--- src/rtl/keypad_emulator_if.sv ---
// ----------------------------------------------------------------------------
// keypad_emulator_if : column-drive / row-sense and key-queue signal bundle
// Rev 1.0
// ----------------------------------------------------------------------------
`default_nettype none

interface keypad_emulator_if #(
  parameter int DEPTH = 8
) ();
  localparam int c_cw = $clog2(DEPTH) + 1;

  logic [3:0]      col;
  logic            key_valid;
  logic [3:0]      key_code;
  logic            key_ready;
  logic            flush;
  logic [3:0]      row;
  logic            busy;
  logic            key_done;
  logic [c_cw-1:0] fifo_count;

  modport master (
    output col, key_valid, key_code, flush,
    input  key_ready, row, busy, key_done, fifo_count
  );

  modport slave (
    input  col, key_valid, key_code, flush,
    output key_ready, row, busy, key_done, fifo_count
  );
endinterface

`default_nettype wire

--- src/rtl/keypad_emulator.sv ---
// ----------------------------------------------------------------------------
// keypad_emulator : 4x4 matrix-keypad model replaying queued key codes
// Rev 1.0
// ----------------------------------------------------------------------------
`default_nettype none

module keypad_emulator #(
  parameter int DEPTH          = 8,
  parameter int PRESS_CYCLES   = 16,
  parameter int RELEASE_CYCLES = 16
) (
  input  logic               clk,
  input  logic               rst,
  keypad_emulator_if.slave   kp
);
  localparam int c_aw  = $clog2(DEPTH);
  localparam int c_cw  = c_aw + 1;
  localparam int c_max = (PRESS_CYCLES > RELEASE_CYCLES) ? PRESS_CYCLES : RELEASE_CYCLES;
  localparam int c_tw  = (c_max > 1) ? $clog2(c_max) : 1;
  localparam logic [c_tw-1:0] c_press_ld = c_tw'(PRESS_CYCLES - 1);
  localparam logic [c_tw-1:0] c_rel_ld   = c_tw'(RELEASE_CYCLES - 1);
  localparam logic [c_cw-1:0] c_full     = c_cw'(DEPTH);

  typedef enum logic [1:0] {
    S_IDLE    = 2'd0,
    S_PRESS   = 2'd1,
    S_RELEASE = 2'd2
  } state_t;

  state_t          r_state, w_state_nxt;
  logic [c_tw-1:0] r_cnt, w_cnt_nxt;
  logic [3:0]      r_cur_key, w_cur_key_nxt;
  logic            r_key_done, w_done_nxt;
  logic [3:0]      r_row, w_row_nxt;

  logic [3:0]      r_mem [DEPTH];
  logic [c_aw-1:0] r_wr_ptr, r_rd_ptr;
  logic [c_cw-1:0] r_count;
  logic            w_push, w_pop, w_empty, w_full;

  assign w_full  = (r_count == c_full);
  assign w_empty = (r_count == '0);
  // Push is gated on the pre-edge full flag, so a pop on the same edge never frees room
  assign w_push  = kp.key_valid && !w_full && !kp.flush;
  assign w_pop   = (r_state == S_IDLE) && !w_empty && !kp.flush;

  always_ff @(posedge clk or posedge rst) begin
    if (rst) begin
      r_wr_ptr <= '0;
      r_rd_ptr <= '0;
      r_count  <= '0;
    end else if (kp.flush) begin
      r_wr_ptr <= '0;
      r_rd_ptr <= '0;
      r_count  <= '0;
    end else begin
      if (w_push) r_wr_ptr <= r_wr_ptr + 1'b1;
      if (w_pop)  r_rd_ptr <= r_rd_ptr + 1'b1;
      case ({w_push, w_pop})
        2'b10:   r_count <= r_count + 1'b1;
        2'b01:   r_count <= r_count - 1'b1;
        default: r_count <= r_count;
      endcase
    end
  end

  always_ff @(posedge clk) begin
    if (w_push) r_mem[r_wr_ptr] <= kp.key_code;
  end

  always_ff @(posedge clk or posedge rst) begin
    if (rst) begin
      r_state    <= S_IDLE;
      r_cnt      <= '0;
      r_cur_key  <= '0;
      r_key_done <= 1'b0;
      r_row      <= '0;
    end else begin
      r_state    <= w_state_nxt;
      r_cnt      <= w_cnt_nxt;
      r_cur_key  <= w_cur_key_nxt;
      r_key_done <= w_done_nxt;
      r_row      <= w_row_nxt;
    end
  end

  always_comb begin
    w_state_nxt   = r_state;
    w_cnt_nxt     = r_cnt;
    w_cur_key_nxt = r_cur_key;
    w_done_nxt    = 1'b0;
    w_row_nxt     = 4'b0000;
    case (r_state)
      S_IDLE: begin
        if (!w_empty) begin
          w_cur_key_nxt = r_mem[r_rd_ptr];
          w_cnt_nxt     = c_press_ld;
          w_state_nxt   = S_PRESS;
        end
      end
      S_PRESS: begin
        if (r_cnt == '0) begin
          w_cnt_nxt   = c_rel_ld;
          w_state_nxt = S_RELEASE;
        end else begin
          w_cnt_nxt = r_cnt - 1'b1;
        end
      end
      S_RELEASE: begin
        if (r_cnt == '0) begin
          w_done_nxt  = 1'b1;
          w_state_nxt = S_IDLE;
        end else begin
          w_cnt_nxt = r_cnt - 1'b1;
        end
      end
      default: w_state_nxt = S_IDLE;
    endcase
    // Only an exact one-hot match on the key's column closes the switch
    if (r_state == S_PRESS && kp.col == (4'b1000 >> r_cur_key[1:0]))
      w_row_nxt = 4'b1000 >> r_cur_key[3:2];
    if (kp.flush) begin
      w_state_nxt = S_IDLE;
      w_cnt_nxt   = '0;
      w_done_nxt  = 1'b0;
      w_row_nxt   = 4'b0000;
    end
  end

  assign kp.key_ready  = !w_full;
  assign kp.row        = r_row;
  assign kp.busy       = (r_state != S_IDLE) || !w_empty;
  assign kp.key_done   = r_key_done;
  assign kp.fifo_count = r_count;

endmodule

`default_nettype wire

--- src/flat_wrapper.sv ---
// flat-port wrapper written by rule: the top's interface ports become plain ports
module keypad_emulator_flat 
#(
  parameter int DEPTH          = 8,
  parameter int PRESS_CYCLES   = 16,
  parameter int RELEASE_CYCLES = 16
)
  (clk, rst, kp_col, kp_key_valid, kp_key_code, kp_flush, kp_key_ready, kp_row, kp_busy, kp_key_done, kp_fifo_count);
  keypad_emulator_if #(.DEPTH(DEPTH)) kp_i ();
  input  logic clk;
  input  logic rst;
  input wire logic [$bits(kp_i.col)-1:0] kp_col;
  input wire logic [$bits(kp_i.key_valid)-1:0] kp_key_valid;
  input wire logic [$bits(kp_i.key_code)-1:0] kp_key_code;
  input wire logic [$bits(kp_i.flush)-1:0] kp_flush;
  output wire logic [$bits(kp_i.key_ready)-1:0] kp_key_ready;
  output wire logic [$bits(kp_i.row)-1:0] kp_row;
  output wire logic [$bits(kp_i.busy)-1:0] kp_busy;
  output wire logic [$bits(kp_i.key_done)-1:0] kp_key_done;
  output wire logic [$bits(kp_i.fifo_count)-1:0] kp_fifo_count;
  assign kp_i.col = kp_col;
  assign kp_i.key_valid = kp_key_valid;
  assign kp_i.key_code = kp_key_code;
  assign kp_i.flush = kp_flush;
  assign kp_key_ready = kp_i.key_ready;
  assign kp_row = kp_i.row;
  assign kp_busy = kp_i.busy;
  assign kp_key_done = kp_i.key_done;
  assign kp_fifo_count = kp_i.fifo_count;
  keypad_emulator #(.DEPTH(DEPTH), .PRESS_CYCLES(PRESS_CYCLES), .RELEASE_CYCLES(RELEASE_CYCLES)) u_core (.clk(clk), .rst(rst), .kp(kp_i));
endmodule
--- config.mk ---
export PLATFORM = sky130hd
export DESIGN_NAME = keypad_emulator_flat
export DESIGN_NICKNAME = d
export VERILOG_FILES = /design/src/rtl/keypad_emulator_if.sv /design/src/rtl/keypad_emulator.sv /design/src/flat_wrapper.sv
export SDC_FILE = /design/constraint.sdc
export NUM_CORES = 1
export LEC_CHECK = 0
export CAP_MARGIN = 10
export CORE_UTILIZATION = 55
export DETAILED_ROUTE_END_ITERATION = 6
export GPL_TIMING_DRIVEN = 0
export PLACE_DENSITY = 0.73
export SYNTH_ARGS = -nofsm -noshare
export SYNTH_HDL_FRONTEND = slang
export SYNTH_SLANG_ARGS = --single-unit
export TNS_END_PERCENT = 20
--- constraint.sdc ---
create_clock -name clk -period 5 [get_ports clk]
set_input_delay 0.75 -clock clk [delete_from_list [all_inputs] [get_ports clk]]
set_output_delay 0.75 -clock clk [all_outputs]
set_load 0.05 [all_outputs]
# ---- After elaboration in Yosys (flattened, before gate mapping)
# Memories as Yosys holds them, arrays and structs flattened. A register that Yosys moved wholly into a read port is not among the register bits.
# Index checks and enable logic that the tools add are counted.
dict set report op_classes {
  bitwise_logic 1
  shift 2
  n_reduce_logical 20
  n_eq_ne 10
  add_sub_neg 5
  muxes 23
}
# cell count
set ops {}
lappend ops {{two-way mux 4 bit} 7}
lappend ops {{two-way mux 3 bit} 4}
lappend ops {{one-hot mux 4 bit (3 select lines)} 1}
lappend ops {{zero test 4 bit} 2}
lappend ops {{two-way mux 2 bit} 4}
lappend ops {{one-hot mux 4 bit (2 select lines)} 1}
lappend ops {{right shift 4 x 2 -> 4 bit (first input constant)} 2}
lappend ops {{subtractor 4 x 1 -> 4 bit (second input constant)} 2}
lappend ops {{adder 3 x 1 -> 3 bit (second input constant)} 2}
lappend ops {{inequality test 3 x 2 -> 1 bit (second input constant)} 2}
lappend ops {{inequality test 3 bit (second input constant)} 2}
lappend ops {{one-hot mux 2 bit (3 select lines)} 1}
lappend ops {{AND reduction 3 bit} 2}
lappend ops {{nonzero test 2 bit} 3}
lappend ops {{logical AND 1 bit} 5}
lappend ops {{two-way mux 1 bit} 5}
lappend ops {{adder 4 x 1 -> 4 bit (second input constant)} 1}
lappend ops {{equality test 2 x 1 -> 1 bit (second input constant)} 2}
lappend ops {{equality test 2 bit (second input constant)} 2}
lappend ops {{equality test 4 bit} 1}
lappend ops {{equality test 4 bit (second input constant)} 1}
lappend ops {{nonzero test 4 bit} 1}
lappend ops {{zero test 1 bit} 3}
lappend ops {{nonzero test 3 bit} 1}
lappend ops {{other kinds (4)} 4}
dict set report totals {
  ram_bits 32
  wordCells 69
  mem_count 1
  inputBits 12
  out_inout_bits 11
  reg_bits 21
}
# name depth width read_ports rd_clocked_by_memory_dff write_ports line
set memory_table {}
lappend memory_table {u_core.r_mem 8 4 1 1 1 keypad_emulator.sv:36} ;# logic [3:0] r_mem [DEPTH];

# ---- Logic depth before layout (Yosys ltp)
# Gate-level depths: netlist of run 1.
dict set report depth {
  ltp_word 7
  depth_mapped 10
  mapped_depth_nobuf 9
}

# ---- Least setup slack after synthesis of run 1
# No wires, ideal clock.
dict set report synth_path {
  path_kind {reg2reg}
  startpoint {reg u_core.r_count[0], in the netlist u_core.kp.fifo_count[0]}
  endpoint {reg u_core.r_count[2], in the netlist u_core.kp.fifo_count[2]}
  arrival_ps 2944
  setup_slack_ps 1974
  synth_period_minus_slack_ps 3026
  stages_incl_launch_ff 9
  setup_time_ps 82
  n_path_buf 2
  cell_sequence {dfrtp_1 > buf_6 > or4b_1 > buf_2 > a211oi_4 > xor2_1 > ha_1 > or4b_2 > a31oi_1}
}
dict set report synth_between {
  elab_chain_len 7
  word_cells_on_any_way 15
  cone_classes {2 x add/sub; 3 x eq/ne; 2 x mux; 8 x reduce/logical}
}
# item line
set synth_rtl {}
lappend synth_rtl {{start: declaration} keypad_emulator.sv:38} ;# logic [c_cw-1:0] r_count;
lappend synth_rtl {{start signal: assignment} keypad_emulator.sv:60} ;# 2'b10: r_count <= r_count + 1'b1;
lappend synth_rtl {{start signal: assignment} keypad_emulator.sv:61} ;# 2'b01: r_count <= r_count - 1'b1;
lappend synth_rtl {{start signal: assignment} keypad_emulator.sv:62} ;# default: r_count <= r_count;
lappend synth_rtl {{equality test 4 bit (*)} keypad_emulator.sv:41} ;# assign w_full = (r_count == c_full);
lappend synth_rtl {{zero test 1 bit (*)} n/a}
lappend synth_rtl {{named net kp_key_ready} flat_wrapper.sv:16} ;# output wire logic [$bits(kp_i.key_ready)-1:0] kp_key_ready;
lappend synth_rtl {{logical AND 1 bit (*) (2 in a row)} keypad_emulator.sv:44} ;# assign w_push = kp.key_valid && !w_full && !kp.flush;
lappend synth_rtl {{equality test 2 x 1 -> 1 bit / equality test 2 bit (equally long branches)} keypad_emulator.sv:59} ;# case ({w_push, w_pop})
lappend synth_rtl {{one-hot mux 4 bit (2 select lines)} keypad_emulator.sv:59}
lappend synth_rtl {{two-way mux 4 bit} keypad_emulator.sv:52} ;# end else if (kp.flush) begin
# The timed path passes the listed nets; every way through them passes the cells marked *.
# A chain may end at the register's enable or synchronous reset.

# ---- Worst setup path after layout of run 1
dict set report layout_path {
  startpoint {reg u_core.r_count[1], in the netlist u_core.kp.fifo_count[1]}
  endpoint {out kp_busy}
}
dict set report layout_between {
  elab_chain_len 3
}
# item line
set layout_rtl {}
lappend layout_rtl {{zero test 4 bit} keypad_emulator.sv:42} ;# assign w_empty = (r_count == '0);
lappend layout_rtl {{zero test 1 bit} keypad_emulator.sv:132} ;# assign kp.busy = (r_state != S_IDLE) || !w_empty;
lappend layout_rtl {{logical OR 1 bit} keypad_emulator.sv:132}
lappend layout_rtl {{end: declaration} flat_wrapper.sv:18} ;# output wire logic [$bits(kp_i.busy)-1:0] kp_busy;
# No other way between the ends.

==> flow_metrics.tcl, run 1 <==
set metrics [dict create \
    status "completed" \
    cts_root_buf "clkbuf_8" \
    max_slew_margin_pct 34.92 \
    final_hold_viol_count 0 \
    tritoncts "done" \
    setup_viol_count_final 0 \
    start_util_pct 58.09 \
    ant_nets 0 \
    min_to "u_core.kp.row[2]" \
    min_from "u_core.r_cur_key[3]" \
    design_area_mm2 0.003302 \
    dieArea_mm2 0.005343 \
    multi_input_area_mm2 0.001080 \
    wl_per_cell_um 14.61 \
    place_congestion 0.7697 \
    viasPerCell 5.531 \
    synthesis.nets 242 \
    syn2layout_area_growth_pct 18.77 \
    peakVddDrop_mv 0.3026 \
    core_mm2 0.004786 \
    std_cell_rows 25 \
    hold_class "reg -> reg" \
    worstMarginPinSlew_ns 0.9751 \
    synth_cell_types 50 \
    rr_worst_depth 9 \
    cts_hold_buffers 0 \
    vias 1792 \
    ys.warnings.count 0 \
    clk_latency_ns 0.33 \
    placed_cell_area_mm2 0.003074 \
    synth_area_mm2 0.002780 \
    ys_seq_area_share_pct 57.07 \
    dr.first_iter.drc_count 66 \
    wl_um 4733 \
    clk_pin_slew_ns 0.07 \
    die_h_um 73.10 \
    io_buffers 21 \
    holdPathStages 1 \
    r2r_start "u_core.r_state[1]" \
    r2r_slack_ns 2.17 \
    grt.total_usage_pct 21.37 \
    synthArstFlopShare_pct 43.86 \
    nFillCells 362 \
    synth_seq_cells 57 \
    cts_buffers 9 \
    io_pins 23 \
    drive_gt1_share_pct 14.40 \
    drt_first_pass_iters 4 \
    finalSetupTns_ns 0 \
    required_ns 4.25 \
    period_share_pct 62.61 \
    final_common_cell "edfxtp_1" \
    cts.sinks 57 \
    final-max-slew-violation-count 0 \
    synth-main-ff-cell "edfxtp_1" \
    skew_ns 0.005559 \
    die_w_um 73.10 \
    h-tree-depth 3 \
    rsz0062_at_grt "no" \
    synth_area_leaders "edfxtp_1, dfrtp_1, mux4_2" \
    powerDensity_mw_per_mm2 547.3 \
    grt_pass1_wl_um 8190 \
    final_cell_mix "edfxtp_1, dfrtp_1, nor2_1, clkdlybuf4s50_1, inv_1" \
    crit_path_end_kind "primary output" \
    synth_area_per_cell_um2 12.64 \
    post-cts-setup-buffer-count 0 \
    clock.fmax_mhz 319.4 \
    r2r-end "u_core.kp.fifo_count[2]" \
    synth.largest_area_cell "edfxtp_1" \
    dp_hpwl_um 3359 \
    cts_resized 0 \
    drv_cap 0 \
    antenna_found_initial 0 \
    synth_edf_count 32 \
    startpoint_type "flip-flop" \
    layout.nets 274 \
    cp.arrival_ns 2.38 \
    critical_path_peak_fanout 10 \
    grt_pass1_vias 1736 \
    grt_start_max_net_pins 26 \
    min_period_ns 3.131 \
    seq_area_mm2 0.001587 \
    overflow 0 \
    num_antenna_cells 0 \
    synth_largest_type_area_fraction_pct 34.56 \
    drc_errors 0 \
    clockBufferDepth 2 \
    netlist_instances 220 \
    critPathKind "reg -> out" \
    p_leak_nw 1.268 \
]
[cell usage after synthesis, types with 3 or more instances]
cell      count
xor2_1        5
o21ai_0       8
nor2_1       21
nand2b_1      5
nand2_1       8
a21oi_1       5
edfxtp_1     32
dfrtp_1      25
a31oi_1       3
nor2b_1       3
nor3_1        8
nand3_1       4
clkbuf_1      5
nand4_1       3
o211ai_1      3
mux2i_1       8
mux4_2        8
ha_1         10
buf_2         4
inv_1        14
[through the flow]
stage	utilization [%]	hold WS, ns	setup slack (ns)	power (mW)	std cells
3_3_place_gp	64.24	0.4742	1.859	1.322	308
5_1_grt	68.99	0.5071	1.644	1.935	324
2_1_floorplan	-	0.4519	1.974	1.174	220
6_report	68.99	0.4889	1.869	1.807	324
3_5_place_dp	64.24	0.4832	1.840	1.334	308
4_1_cts	68.99	0.4940	1.862	1.822	324
[final cells by class]
class / instances / share of cell area, %
Tap cell: 67 / 2.539
Timing Repair Buffer: 21 / 6.366
Buffer: 12 / 1.857
Clock inverter: 7 / 3.145
Clock buffer: 9 / 3.751
Inverter: 14 / 1.592
Sequential cell: 57 / 48.05
Multi-Input combinational cell: 137 / 32.70
[sequential cells by signal, indices dropped and copies added, names as in the netlist, 2 cells and up]
signal / cells
u_core.r_cur_key: 4
u_core.r_state: 2
u_core.kp.fifo_count: 4
u_core.r_cnt: 4
u_core.r_mem: 32
u_core.r_wr_ptr: 3
u_core.r_rd_ptr: 3
u_core.kp.row: 4
[metal layers]
layer  vias to the layer above  track usage (%)  routed length [um]
met1                       861            28.93                2211
met3                        10            5.110                 189
met4                         0            11.98                 104
met5                         -                0                   0
li1                        882                -                   -
met2                        39            31.79                2227
[power by group]
group,leakage (nW),switching [mW],total (mW),internal [mW]
clock,0.114,0.196,0.481,0.285
sequential,0.621,0.0597,0.624,0.565
combinational,0.533,0.396,0.701,0.305
[worst max-delay path, stage by stage, from the launching register on]
cell and delay [ns]:
dfrtp_1 0.38, buf_2 0.18, nor4_1 0.49, and2_1 0.24, inv_1 0.06, clkdlybuf4s50_1 0.69
[worst max-delay path by stage]
stage                            start  slack [ns]  cells after the start                       to
2_1_floorplan  u_core.kp.fifo_count[0]        1.97                      8  u_core.kp.fifo_count[2]
3_3_place_gp              kp_key_valid        1.86                      5       u_core.r_mem[0][3]
3_5_place_dp              kp_key_valid        1.84                      5       u_core.r_mem[0][3]
4_1_cts        u_core.kp.fifo_count[1]        1.86                      5                  kp_busy
5_1_grt        u_core.kp.fifo_count[1]        1.64                      5                  kp_busy
6_report       u_core.kp.fifo_count[1]        1.87                      5                  kp_busy
[cell families after synthesis]
logic type / share of synthesized area [%]
compound gates: 10.35
simple gates: 12.42
mux: 9.361
flops: 57.07
xor+xnor: 2.205
fa+ha+maj: 4.500
buf+inv: 4.095
No activity file was read; power rests on OpenSTA's default activity.
==> run 2, diff against run 1 <==
--- a/config.mk
+++ b/config.mk
@@ -6,7 +6,7 @@
 export NUM_CORES = 1
 export LEC_CHECK = 0
 export CAP_MARGIN = 10
-export CORE_UTILIZATION = 55
+export CORE_UTILIZATION = 52
 export DETAILED_ROUTE_END_ITERATION = 6
 export GPL_TIMING_DRIVEN = 0
 export PLACE_DENSITY = 0.73
==> constraint.sdc (replaced) <==
create_clock -name clk -period 2.8 [get_ports clk]
set_input_delay 0.42 -clock clk [delete_from_list [all_inputs] [get_ports clk]]
set_output_delay 0.42 -clock clk [all_outputs]
set_load 0.05 [all_outputs]
==> run 2 against run 1 <==
First-iteration DRC count down 17%. Cell area up 0.61%. Critical path depth down 1. Final cell count up 0.62%. Non-clock buffer count down 1. Clock skew about the same. Sequential share of layout area down 0.18 points. Setup slack worse by 1.7 ns. Routed wire length up 4.4%. Sequential cell count unchanged. Combinational power up 84%. Clock power up 68%. Critical endpoint is now kp_key_ready.
==> flow_metrics.tcl, run 2 (same netlist as run 1, synthesis figures left out) <==
set metrics [dict create \
    crit_path_end_kind "primary output" \
    worst-path-stages 4 \
    p_leak_nw 1.261 \
    power_mw 3.215 \
    syn2layout_area_growth_pct 19.49 \
    wl_per_cell_um 15.15 \
    final-max-slew-violation-count 0 \
    viasPerCell 5.466 \
    cts_buffers 9 \
    r2r-end "u_core.kp.fifo_count[2]" \
    period_share_pct 95.61 \
    grt_pass1_vias 1665 \
    largest_reg_flops 32 \
    hold_class "reg -> reg" \
    grt_start_max_net_pins 26 \
    min_period_ns 2.677 \
    crit_end "kp_key_ready" \
    dieArea_mm2 0.005643 \
    die_h_um 75.12 \
    startpoint_type "flip-flop" \
    cts_root_buf "clkbuf_8" \
    clock.fmax_mhz 373.5 \
    overflow 0 \
    peakVddDrop_mv 0.4123 \
    setup_slack_ns 0.1229 \
    drv_cap 0 \
    ant_nets 0 \
    regMostFlops "u_core.r_mem" \
    crit_start "u_core.kp.fifo_count[2]" \
    final_common_cell "edfxtp_1" \
    final_cell_mix "edfxtp_1, dfrtp_1, nor2_1, clkdlybuf4s50_1, inv_1" \
    start_util_pct 54.09 \
    dr.first_iter.drc_count 55 \
    io_buffers 21 \
    rr_worst_depth 8 \
    wl_um 4939 \
    tritoncts "done" \
    status "completed" \
    setup_viol_count_final 0 \
    io_pins 23 \
    antenna_found_initial 0 \
    die_w_um 75.12 \
    h-tree-depth 3 \
    drive_gt1_share_pct 16.02 \
    nFillCells 426 \
    powerDensity_mw_per_mm2 967.8 \
    skew_ns 0.005282 \
    final_hold_viol_count 0 \
    critical_path_buf_inv_count 3 \
    worst_path_max_delay_cell "clkdlybuf4s50_1" \
    drt_first_pass_iters 4 \
    critPathKind "reg -> out" \
    r2r_start "u_core.kp.fifo_count[2]" \
    required_ns 2.38 \
    std_cell_rows 26 \
    cts_hold_buffers 0 \
    num_antenna_cells 0 \
    placed_cell_area_mm2 0.003108 \
    grt_pass1_wl_um 7900 \
    dp_hpwl_um 3536 \
    critPathTopFamily "buffers and inverters" \
    design_area_mm2 0.003322 \
    rsz0062_at_grt "no" \
    cp.arrival_ns 2.26 \
    cts.sinks 57 \
    max_slew_margin_pct 35.18 \
    vias 1782 \
    place_congestion 0.7504 \
    core_mm2 0.005140 \
    cp_slowest_stage_delay_ns 0.69 \
    fin_util_pct 64.63 \
    clockBufferDepth 2 \
    grt.total_usage_pct 19.76 \
    cp_common_cell "buf_6" \
    finalSetupTns_ns 0 \
    clk_latency_ns 0.33 \
    layout.nets 273 \
    clk_pin_slew_ns 0.06 \
    path_cells "buf_6 -> or4b_1 -> buf_6 -> clkdlybuf4s50_1" \
    r2r_slack_ns 0.14 \
    drc_errors 0 \
    critical_path_peak_fanout 8 \
    worstMarginPinSlew_ns 0.9713 \
    dp_slack_ns -0.04749 \
]
-- run 2: layer usage --
| metal | share of wire (%) | GRT usage [%] | vias to the layer above |
|---|---|---|---|
| li1 | - | - | 881 |
| met1 | 46 | 26.73 | 862 |
| met2 | 49 | 30.23 | 36 |
| met3 | 4.4 | 6.827 | 3 |
| met4 | 0.28 | 6.080 | 0 |
| met5 | 0 | 0 | - |
-- run 2: layout make-up --
type | count | area, um^2 | area share (%)
clock inverters | 3 | 46.29 | 1.394
multi-input cells | 137 | 1096 | 32.99
well taps | 70 | 87.58 | 2.637
repair buffers | 21 | 209.0 | 6.290
clock buffers | 13 | 170.2 | 5.122
inverters | 14 | 52.55 | 1.582
plain buffers | 11 | 70.07 | 2.109
flip-flops and latches | 57 | 1590 | 47.87
-- run 2: how the worst min path moves through the flow --
| stage | cells after the start | endpoint | start | slack, ns |
|---|---|---|---|---|
| finish | 1 | u_core.kp.row[2] | u_core.r_cur_key[3] | 0.48 |
| global route | 1 | u_core.kp.row[3] | u_core.r_cur_key[3] | 0.50 |
| CTS | 1 | u_core.kp.row[2] | u_core.r_cur_key[3] | 0.48 |
| detailed placement | 1 | u_core.kp.row[2] | u_core.r_cur_key[3] | 0.47 |
| global placement | 1 | u_core.kp.row[2] | u_core.r_cur_key[3] | 0.47 |
| floorplan | 1 | u_core.kp.fifo_count[1] | rst | 0.45 |
-- run 2: power breakdown --
group | switching [mW] | internal, mW
Sequential | 0.107 | 1.01
Clock | 0.315 | 0.491
Combinational | 0.726 | 0.564
-- run 2: timing repair --
| action | CTS | global route |
|---|---|---|
| buffers inserted | 0 | 0 |
| gates resized for setup | 1 | 1 |
| gates cloned | 0 | 0 |
| endpoints found under the setup margin | 1 | 2 |
| pin swaps | 0 | 0 |
-- run 2: worst reg2reg max path, cell delays in order (launching register included) --
cell and delay [ns]:
dfrtp_2 0.42, buf_6 0.14, or4b_1 0.51, buf_6 0.16, a211oi_4 0.33, xor2_1 0.13, ha_2 0.19, or4b_4 0.52
a31oi_1 0.17
-- run 2: per-stage QoR --
step / cells / hold slack [ns]
6_report: 326 / 0.4779
5_1_grt: 326 / 0.5021
4_1_cts: 327 / 0.4802
3_5_place_dp: 311 / 0.4713
3_3_place_gp: 311 / 0.4731
2_1_floorplan: 220 / 0.4471
